[config.mk]
export PLATFORM = sky130hd
export DESIGN_NAME = scan_xfer_sched
export DESIGN_NICKNAME = d
export VERILOG_FILES = /design/src/rtl/scan_xfer_sched.sv
export SDC_FILE = /design/constraint.sdc
export NUM_CORES = 1
export LEC_CHECK = 0
export ABC_AREA = 1
export BUFFER_PORTS_ARGS = -buffer_cell sky130_fd_sc_hd__clkbuf_2
export CAP_MARGIN = 15
export CORE_MARGIN = 3
export CORE_UTILIZATION = 49
export CTS_BUF_LIST = sky130_fd_sc_hd__clkbuf_2 sky130_fd_sc_hd__clkbuf_4 sky130_fd_sc_hd__clkbuf_8
export CTS_CLUSTER_DIAMETER = 40
export DETAILED_ROUTE_END_ITERATION = 8
export PLACE_DENSITY_LB_ADDON = 0.12
export SYNTH_ARGS = -nofsm -noshare
export SYNTH_HDL_FRONTEND = slang
export SYNTH_SLANG_ARGS = --single-unit
export TNS_END_PERCENT = 100
[constraint.sdc]
create_clock -name clk -period 1.5 [get_ports clk]
set_input_delay 0 -clock clk [delete_from_list [all_inputs] [get_ports clk]]
set_output_delay 0 -clock clk [all_outputs]
set_load 0.005 [all_outputs]
[src/rtl/scan_xfer_sched.sv]
// Grants the shared downlink to one ready scanner at a time (round robin), tracks the
// transfer to completion or abort, then enforces a gap. Optional watchdog: XSCHED_WDOG_EN.
module scan_xfer_sched #(
  parameter int GAP_CYCLES  = 4,
  parameter int WDOG_CYCLES = 255,
  parameter int CNT_W       = 8
) (
  input  logic             clk,
  input  logic             reset,
  input  logic             link_en,
  input  logic [2:0]       state1,
  input  logic [2:0]       state2,
  input  logic             rdy_xfer1,
  input  logic             rdy_xfer2,
  output logic             xfer1,
  output logic             xfer2,
  output logic             busy,
  output logic             owner,
  output logic             xfer_done,
  output logic [CNT_W-1:0] xfer_cnt,
  output logic             wdog_err
);

  typedef enum logic [1:0] {S_IDLE, S_REQ, S_XFER, S_GAP} st_e;

  localparam int GAP_W = (GAP_CYCLES > 1) ? $clog2(GAP_CYCLES) : 1;
  localparam logic [GAP_W-1:0] GAP_LAST = GAP_W'(GAP_CYCLES - 1);

  localparam logic [2:0] SC_LOWPWR = 3'd0;
  localparam logic [2:0] SC_IDLE   = 3'd3;
  localparam logic [2:0] SC_FLUSH  = 3'd4;
  localparam logic [2:0] SC_XFER   = 3'd5;

  st_e              st_q;
  logic             xfer1_q, xfer2_q, owner_q, done_q;
  logic [CNT_W-1:0] cnt_q;
  logic [GAP_W-1:0] gap_q;
  logic             req1_d, req2_d, gnt2_d, wd_fire_d;
  logic [2:0]       gstate_d;

  function automatic logic [CNT_W-1:0] sat_inc(input logic [CNT_W-1:0] v);
    return (&v) ? v : v + 1'b1;
  endfunction

  assign req1_d   = (state1 == SC_IDLE) && rdy_xfer1;
  assign req2_d   = (state2 == SC_IDLE) && rdy_xfer2;
  // Scanner2 wins when alone, or on a tie when scanner1 held the link last.
  assign gnt2_d   = req2_d && (!req1_d || !owner_q);
  assign gstate_d = owner_q ? state2 : state1;

`ifdef XSCHED_WDOG_EN
  localparam int WD_W = $clog2(WDOG_CYCLES + 1);
  localparam logic [WD_W-1:0] WD_LAST = WD_W'(WDOG_CYCLES - 1);

  logic [WD_W-1:0] wd_q;
  logic            werr_q;

  assign wd_fire_d = ((st_q == S_REQ) || (st_q == S_XFER)) && (wd_q == WD_LAST);

  always_ff @(posedge clk or negedge reset) begin
    if (!reset) begin
      wd_q   <= '0;
      werr_q <= 1'b0;
    end else begin
      if (((st_q == S_REQ) || (st_q == S_XFER)) && !wd_fire_d) wd_q <= wd_q + 1'b1;
      else                                                     wd_q <= '0;
      if (wd_fire_d) werr_q <= 1'b1;
    end
  end

  assign wdog_err = werr_q;
`else
  assign wd_fire_d = 1'b0;
  assign wdog_err  = 1'b0;
`endif

  always_ff @(posedge clk or negedge reset) begin
    if (!reset) begin
      st_q    <= S_IDLE;
      xfer1_q <= 1'b0;
      xfer2_q <= 1'b0;
      owner_q <= 1'b1;
      done_q  <= 1'b0;
      cnt_q   <= '0;
      gap_q   <= '0;
    end else begin
      done_q <= 1'b0;
      case (st_q)
        S_IDLE: begin
          if (link_en && (req1_d || req2_d)) begin
            st_q    <= S_REQ;
            owner_q <= gnt2_d;
            xfer1_q <= !gnt2_d;
            xfer2_q <= gnt2_d;
          end
        end
        S_REQ: begin
          if (wd_fire_d || (gstate_d == SC_XFER) || (gstate_d == SC_FLUSH) ||
              (gstate_d == SC_LOWPWR)) begin
            xfer1_q <= 1'b0;
            xfer2_q <= 1'b0;
            gap_q   <= '0;
            st_q    <= (!wd_fire_d && (gstate_d == SC_XFER)) ? S_XFER : S_GAP;
          end
        end
        S_XFER: begin
          if (wd_fire_d) begin
            gap_q <= '0;
            st_q  <= S_GAP;
          end else if (gstate_d == SC_LOWPWR) begin
            done_q <= 1'b1;
            cnt_q  <= sat_inc(cnt_q);
            gap_q  <= '0;
            st_q   <= S_GAP;
          end
        end
        S_GAP: begin
          if (gap_q == GAP_LAST) st_q  <= S_IDLE;
          else                   gap_q <= gap_q + 1'b1;
        end
        default: st_q <= S_IDLE;
      endcase
    end
  end

  assign xfer1     = xfer1_q;
  assign xfer2     = xfer2_q;
  assign busy      = (st_q != S_IDLE);
  assign owner     = owner_q;
  assign xfer_done = done_q;
  assign xfer_cnt  = cnt_q;

endmodule

==> results of run 1 <==
-- cell type report --
type                            count  area (µm²)
Fill cell                         180         691
Inverter                           16        60.1
Sequential cell                    16         402
Multi-Input combinational cell    103         599
Clock buffer                        4        36.3
Tap cell                           27        33.8
Timing Repair Buffer               31         180
-- timing repair --
action                                  4_1_cts  5_1_grt
hold buffers                                  2        0
hold endpoints to repair                     17        0
resized for setup                             0        7
buffers inserted                              0        1
endpoints found under the setup margin        0       14
-- worst paths after layout --
check / endpoint / slack, ns / depth (start not counted)
max in group asynchronous: owner / 1.03 / 2
worst min-delay path: owner / 0.13 / 5
worst min register to register: xfer2 / 0.50 / 2
min in group asynchronous: xfer_cnt[6] / 0.15 / 2
worst max-delay path: xfer_cnt[6] / 0.08 / 8
worst max register to register: xfer_cnt[6] / 0.08 / 8
-- synthesized netlist by cell type --
cell type	n
o21ai_0	3
inv_1	15
nand2_1	49
nand3b_4	1
xnor2_1	5
nand2_2	1
nor2_8	1
nor2_1	5
nand3_1	14
conb_1	1
a21oi_1	4
o21bai_1	1
dfstp_2	1
buf_4	1
or2_2	2
inv_2	1
buf_6	1
nand4_1	3
ha_1	7
nor3_1	1
o21ai_2	4
xor2_1	1
dfrtp_1	15
-- flip-flops by register name, summed over array words and instances (netlist names) --
signal,count
xfer_cnt,8
gap_q,2
st_q,2
owner,1
xfer1,1
xfer2,1
xfer_done,1
-- kinds of logic (layout without fill, tap and decap cells) --
kind of cell | Yosys count | after routing
buf+inv | 18 | 51
compound gates | 12 | 12
simple gates | 77 | 77
xor+xnor | 6 | 6
flops | 16 | 16
fa+ha+maj | 7 | 7
other cells | 1 | 1
-- worst max-delay path, delay by kind of cell, from the launching register on --
family,cells,cell delay (ns)
simple gates,6,0.61
flops,1,0.60
compound gates,1,0.06
buf+inv,1,0.05
-- routing by layer --
| layer | global-route usage | part of all wire | up-vias |
|---|---|---|---|
| met3 | 0.0598 | 0.040 | 2 |
| met2 | 0.291 | 0.50 | 18 |
| met1 | 0.228 | 0.45 | 449 |
| li1 | - | - | 498 |
| met4 | 0.0255 | 0.0055 | 0 |
| met5 | 0 | 0 | - |
-- report_power, final --
group | switching [mW] | total (mW) | internal, mW
logic | 0.506 | 0.874 | 0.367
clock network | 0.140 | 0.288 | 0.148
registers | 0.0862 | 0.622 | 0.536
-- through the flow --
step | utilization | setup TNS (ns) | setup WS (ns) | hold slack, ns
after global placement | 0.612 | 0 | 0.0419 | -0.0559
after floorplan | - | 0 | 0.0404 | -0.296
after CTS | 0.640 | 0 | 0.00727 | 0.123
after global routing | 0.655 | -0.180 | -0.0217 | 0.187
final | 0.655 | 0 | 0.0778 | 0.126
after detailed placement | 0.612 | 0 | 0.0259 | -0.0486
==> results by group, run 1 <==
Cells and area
  • Ratio of cells with drive above 1 in the final layout: 0.294
  • Commonest non-fill, non-tap cell in the layout: nand2_1
  • Fin nets: 189
  • Ant. Diodes: 0
  • Cell area after layout: 1310 µm²
  • Syn-to-layout area delta: 24.0%
  • Most frequent cells in the layout: nand2_1 (45), clkbuf_2 (23), inv_1 (15), dfrtp_1 (15), nand3_1 (13)
  • Finished Layout Cells: 197

Outcome
  • Run status: completed

Routing
  • ANT nets after route: 0
  • Drt first-iter violations: 13
  • Final WL: 2180 µm
  • DRT Pass-1 Iters: 4
  • Vias/cell: 4.91
  • Vias: 967
  • WL/cell: 11.1 µm
  • Residual DRC: 0

Synth
  • Synth Area in Simple Gates: 0.336
  • Mapped Cells: 137
  • Post-synthesis mux area share: 0
  • Synth Area per Inst: 7.72 µm²
  • Synth Area in Adders: 0.0828
  • Main combinational cell family by area after synthesis: simple AND/OR/NAND/NOR gates
  • Cell Area, Synth: 1060 µm²
  • Xor/xnor share of the synthesized area: 0.0497
  • Post-synthesis cell type count: 23
  • Synth area leader: dfrtp_1
  • Synth area leaders: dfrtp_1 (36%), nand2_1 (17%), ha_1 (8.3%), nand3_1 (6.6%), inv_1 (5.3%)
  • Yosys top cell area share: 0.355
  • Mapped Nets: 155
  • Synthesized flop and latch total: 16
  • Sequential share of the synthesized area: 0.380
  • Compound-Gate Fraction of Synth Area: 0.0734
  • Yosys warns: 0

Clock network
  • Clk buf depth: 2
  • TritonCTS clock tree: built
  • Worst-Skew Late Latency: 0.29 ns
  • CTS Root Cell: clkbuf_4
  • TritonCTS buffer count: 3
  • CTS H-tree lvls: 1
  • Clock transition at path regs: 0.10 ns
  • TritonCTS Sinks: 16

Floorplanning
  • Total die area: 2750 µm²
  • Initial core utilization: 0.528
  • # IOs: 25
  • Die span in x: 52.5 µm
  • Die span in y: 52.5 µm
  • # rows: 16
  • Core Region: 2000 µm²

Critical path
  • R2R Path Start: owner
  • Worst path slowest cell: dfstp_2
  • Crit. Startpoint: owner
  • Crit-path cells: inv_2 > nand2_1 > nand2_2 > nand3b_4 > nor2_8 > nand2_4 > nand2_1 > o21ai_2
  • CP most frequent cell: nand2_1
  • Arrival time worst endpoint: 1.61 ns
  • Setup CP Type: register to register
  • WP data required: 1.69 ns
  • Startpoint types: register
  • CP max stage delay: 0.60 ns
  • Crit-path max FO: 11
  • Critical path endpoint category: register

Global route
  • Grt ovf: 0
  • Antenna violations before repair: 0
  • Largest net degree at the start of global routing: 17
  • GR Util All Layers: 0.177
  • First-pass GRT wire length: 3630 µm
  • Vias in the first global route: 850

STA
  • Fin crit share: 0.948
  • Final min period: 1.42 ns
  • Slew Limit Fails: 0
  • FMAX: 703 MHz
  • Clock skew: 0.0102 ns
  • Final Hold Viols: 0
  • RSZ-0062 raised after global routing: yes
  • Final Setup Violations: 0

Power and ir drop
  • Leakage power: 0.743 nW
  • Total power draw: 1.78 mW
  • Worst vdd ir: 1.14 mV
  • Power per cell area: 1360 nW/µm²

Placement
  • HPWL after DPL: 1680 µm
  • PortBufs: 23
  • DP Area: 1220 µm²
  • Gpl congestion: 0.832
  • Cells after DPL: 190

Hold path
  • Min-delay src: rdy_xfer2
  • Hold Crit Class: input port to register

Run
  • Max-Cap Viols: 0
Note: power is estimated with default switching activity, not from simulation.
==> run 2: changes to the inputs <==
Settings changed: BUFFER_PORTS_ARGS -buffer_cell sky130_fd_sc_hd__clkbuf_2 to -buffer_cell sky130_fd_sc_hd__buf_4.
==> run 2 against run 1 <==
Effect of this change: the run now ends with setup timing left; worst setup slack worse by 0.083 ns; via count is 0.62% lower; sequential power is essentially flat; core utilization rose by 2.6 points; critical path depth stayed put; global-route usage up 0.56 points; clock skew about the same; critical path type unchanged; largest power group unchanged.
==> results by group, run 2 (synthesis results as in run 1) <==
Global route
  • Antenna violations before repair: 0 (unchanged)
  • Grt ovf: 0 (unchanged)
  • Vias in the first global route: 887 (+4.4%)
  • GR Util All Layers: 0.183 (+0.00558)
  • First-pass GRT wire length: 3770 µm (+4.0%)
  • Largest net degree at the start of global routing: 17 (unchanged)

STA
  • Fin crit share: 1.00 (+0.0553)
  • Final setup margin: -0.00510 ns (-0.0829 ns)
  • RSZ-0062 raised after global routing: yes
  • Final Setup Violations: 1 (+1)
  • Final Hold Viols: 0 (unchanged)
  • Slew Limit Fails: 0 (unchanged)
  • FMAX: 664 MHz (-5.5%)
  • Final min period: 1.51 ns (+0.0829 ns)
  • Clock skew: 0.0105 ns (+0.000318 ns)

Critical path
  • Startpoint types: register
  • Worst path slowest cell: dfstp_2
  • Crit-path max FO: 11 (unchanged)
  • Critical path endpoint category: register
  • Setup CP Type: register to register
  • Crit-path cells: inv_2 > nand2_2 > nand2_2 > nand3b_4 > nor2_8 > nand2_4 > nand2_1 > nand2_1
  • WP data required: 1.68 ns (about the same)
  • CP Depth: 8 (unchanged)
  • CP max stage delay: 0.63 ns (+0.03 ns)
  • Arrival time worst endpoint: 1.69 ns (+0.08 ns)
  • Register-to-Register Path Depth: 8 (unchanged)
  • Crit path buffers/inverters: 1 (unchanged)
  • CP top delay family: simple AND/OR/NAND/NOR gates

Power and ir drop
  • Internal: 1.11 mW (+5.5%)
  • Worst vdd ir: 0.940 mV (-18%)
  • Clk network pwr share: 0.151 (-0.010)
  • Total power draw: 1.88 mW (+5.6%)
  • Combinational share of power: 0.518 (+0.028)
  • Sw Share: 0.411 (+0.000643)
  • Sequential share of power: 0.332 (-0.017)
  • Psw: 775 µW (+5.8%)
  • Leakage power: 0.752 nW (+1.2%)
  • Power per cell area: 1380 nW/µm² (+1.6%)

Placement
  • PortBufs: 23 (unchanged)
  • HPWL after DPL: 1710 µm (+1.4%)
  • Cells after DPL: 189 (-0.53%)
  • DP Area: 1270 µm² (+4.1%)
  • Gpl congestion: 0.822 (-1.3%)
  • Place WS: -0.0222 ns (-0.0481 ns)

Clock network
  • Clock transition at path regs: 0.10 ns (about the same)
  • TritonCTS clock tree: built
  • TritonCTS buffer count: 3 (unchanged)
  • TritonCTS Sinks: 16 (unchanged)
  • CTS Root Cell: clkbuf_4
  • Clk buf depth: 2 (unchanged)
  • Setup Fix Bufs, Post-CTS: 0 (unchanged)
  • Worst-Skew Late Latency: 0.29 ns (about the same)
  • CTS H-tree lvls: 1 (unchanged)

Run
  • Max-Cap Viols: 0 (unchanged)

Routing
  • ANT nets after route: 0 (unchanged)
  • Vias: 961 (-0.62%)
  • Residual DRC: 0 (unchanged)
  • WL/cell: 11.4 µm (+2.6%)
  • Uppermost routed layer: met4
  • Final WL: 2220 µm (+1.5%)
  • Met3 wire length: 98 µm (+11%)
  • WL met1: 1010 µm (+1.9%)
  • Met2 WL post-DR: 1090 µm (+0.37%)
  • Vias/cell: 4.93 (+0.40%)
  • DRT Pass-1 Iters: 4 (unchanged)
  • Drt first-iter violations: 13 (unchanged)

Cells and area
  • Multi-input gate area: 609 µm² (+1.7%)
  • Final core occ: 0.681 (+0.0262)
  • Commonest non-fill, non-tap cell in the layout: nand2_1
  • Register area: 402 µm² (unchanged)
  • Fill cell count: 175 (-2.8%)
  • Ratio of cells with drive above 1 in the final layout: 0.304 (+0.00945)
  • Largest register FFs: 8 (unchanged)
  • Syn-to-layout area delta: 29.0%
  • Fin nets: 187 (-1.1%)
  • Finished Layout Cells: 195 (-1.0%)
  • Most frequent cells in the layout: nand2_1 (40), buf_4 (27), inv_1 (15), dfrtp_1 (15), nand3_1 (14)
  • Ant. Diodes: 0 (unchanged)
  • Cell area after layout: 1360 µm² (+4.0%)

Floorplanning
  • # rows: 16 (unchanged)
  • Die span in y: 52.5 µm (unchanged)
  • Total die area: 2750 µm² (unchanged)
  • # IOs: 25 (unchanged)
  • Initial core utilization: 0.528 (unchanged)
  • Die span in x: 52.5 µm (unchanged)
  • Core Region: 2000 µm² (unchanged)

Outcome
  • Failing checks: setup timing
  • Run status: finished with violations

Hold path
  • Hold Crit Class: input port to asynchronous set/reset pin
run 2: changes by cell type in the layout (fill, tap and decap cells not counted), sizes merged:
cell | previous run | this run
clkbuf | 27 | 4
buf | 6 | 27
run 2: power groups by stage:
stage                     Combinational (mW)  Sequential (mW)  Clock [mW]
after floorplan                        0.569            0.636           0
after global placement                 0.854            0.627           0
after detailed placement               0.898            0.632           0
after CTS                              0.932            0.623       0.298
after global routing                    1.09            0.639       0.314
final                                  0.975            0.625       0.284
run 2: worst reg2reg max path: stages, from the launching register on:
cell      delay (ns)
dfstp_2         0.63
inv_2           0.06
nand2_2         0.06
nand2_2         0.06
nand3b_4        0.21
nor2_8          0.12
nand2_4         0.11
nand2_1         0.09
nand2_1         0.05
run 2: layer usage:
layer  GRT usage  up-vias
met3      0.0513        3
met1       0.238      442
li1            -      496
met4      0.0383        0
met2       0.300       20
met5           0        -
run 2: per-stage QoR:
stage	hold slack (ns)	setup TNS, ns
5_1_grt	0.106	-0.944
3_5_place_dp	-0.126	-0.0745
3_3_place_gp	-0.131	0
6_report	0.0937	-0.00510
4_1_cts	0.0876	0
2_1_floorplan	-0.296	0
run 2: what timing repair did:
item,in CTS,in global routing
cloned,0,0
hold endpoints to repair,17,0
hold buffers,2,0
endpoints found under the setup margin,10,14
resized for setup,5,7
pin swaps,0,2
run 2: worst paths after layout:
path                       slack (ns)  startpoint           to
min in group clk                 0.11   state1[2]        owner
setup reg to reg               -0.005       owner  xfer_cnt[1]
hold reg to reg                  0.49       xfer1        xfer1
setup / recovery               -0.005       owner  xfer_cnt[1]
hold / removal                   0.09       reset        xfer1
max in group asynchronous        1.16       reset        owner
run 2: area by class of cell:
class                           count  area share
Tap cell                           27      0.0248
Clock buffer                        4      0.0266
Multi-Input combinational cell    103       0.447
Timing Repair Buffer               29       0.163
Sequential cell                    16       0.294
Inverter                           16      0.0440
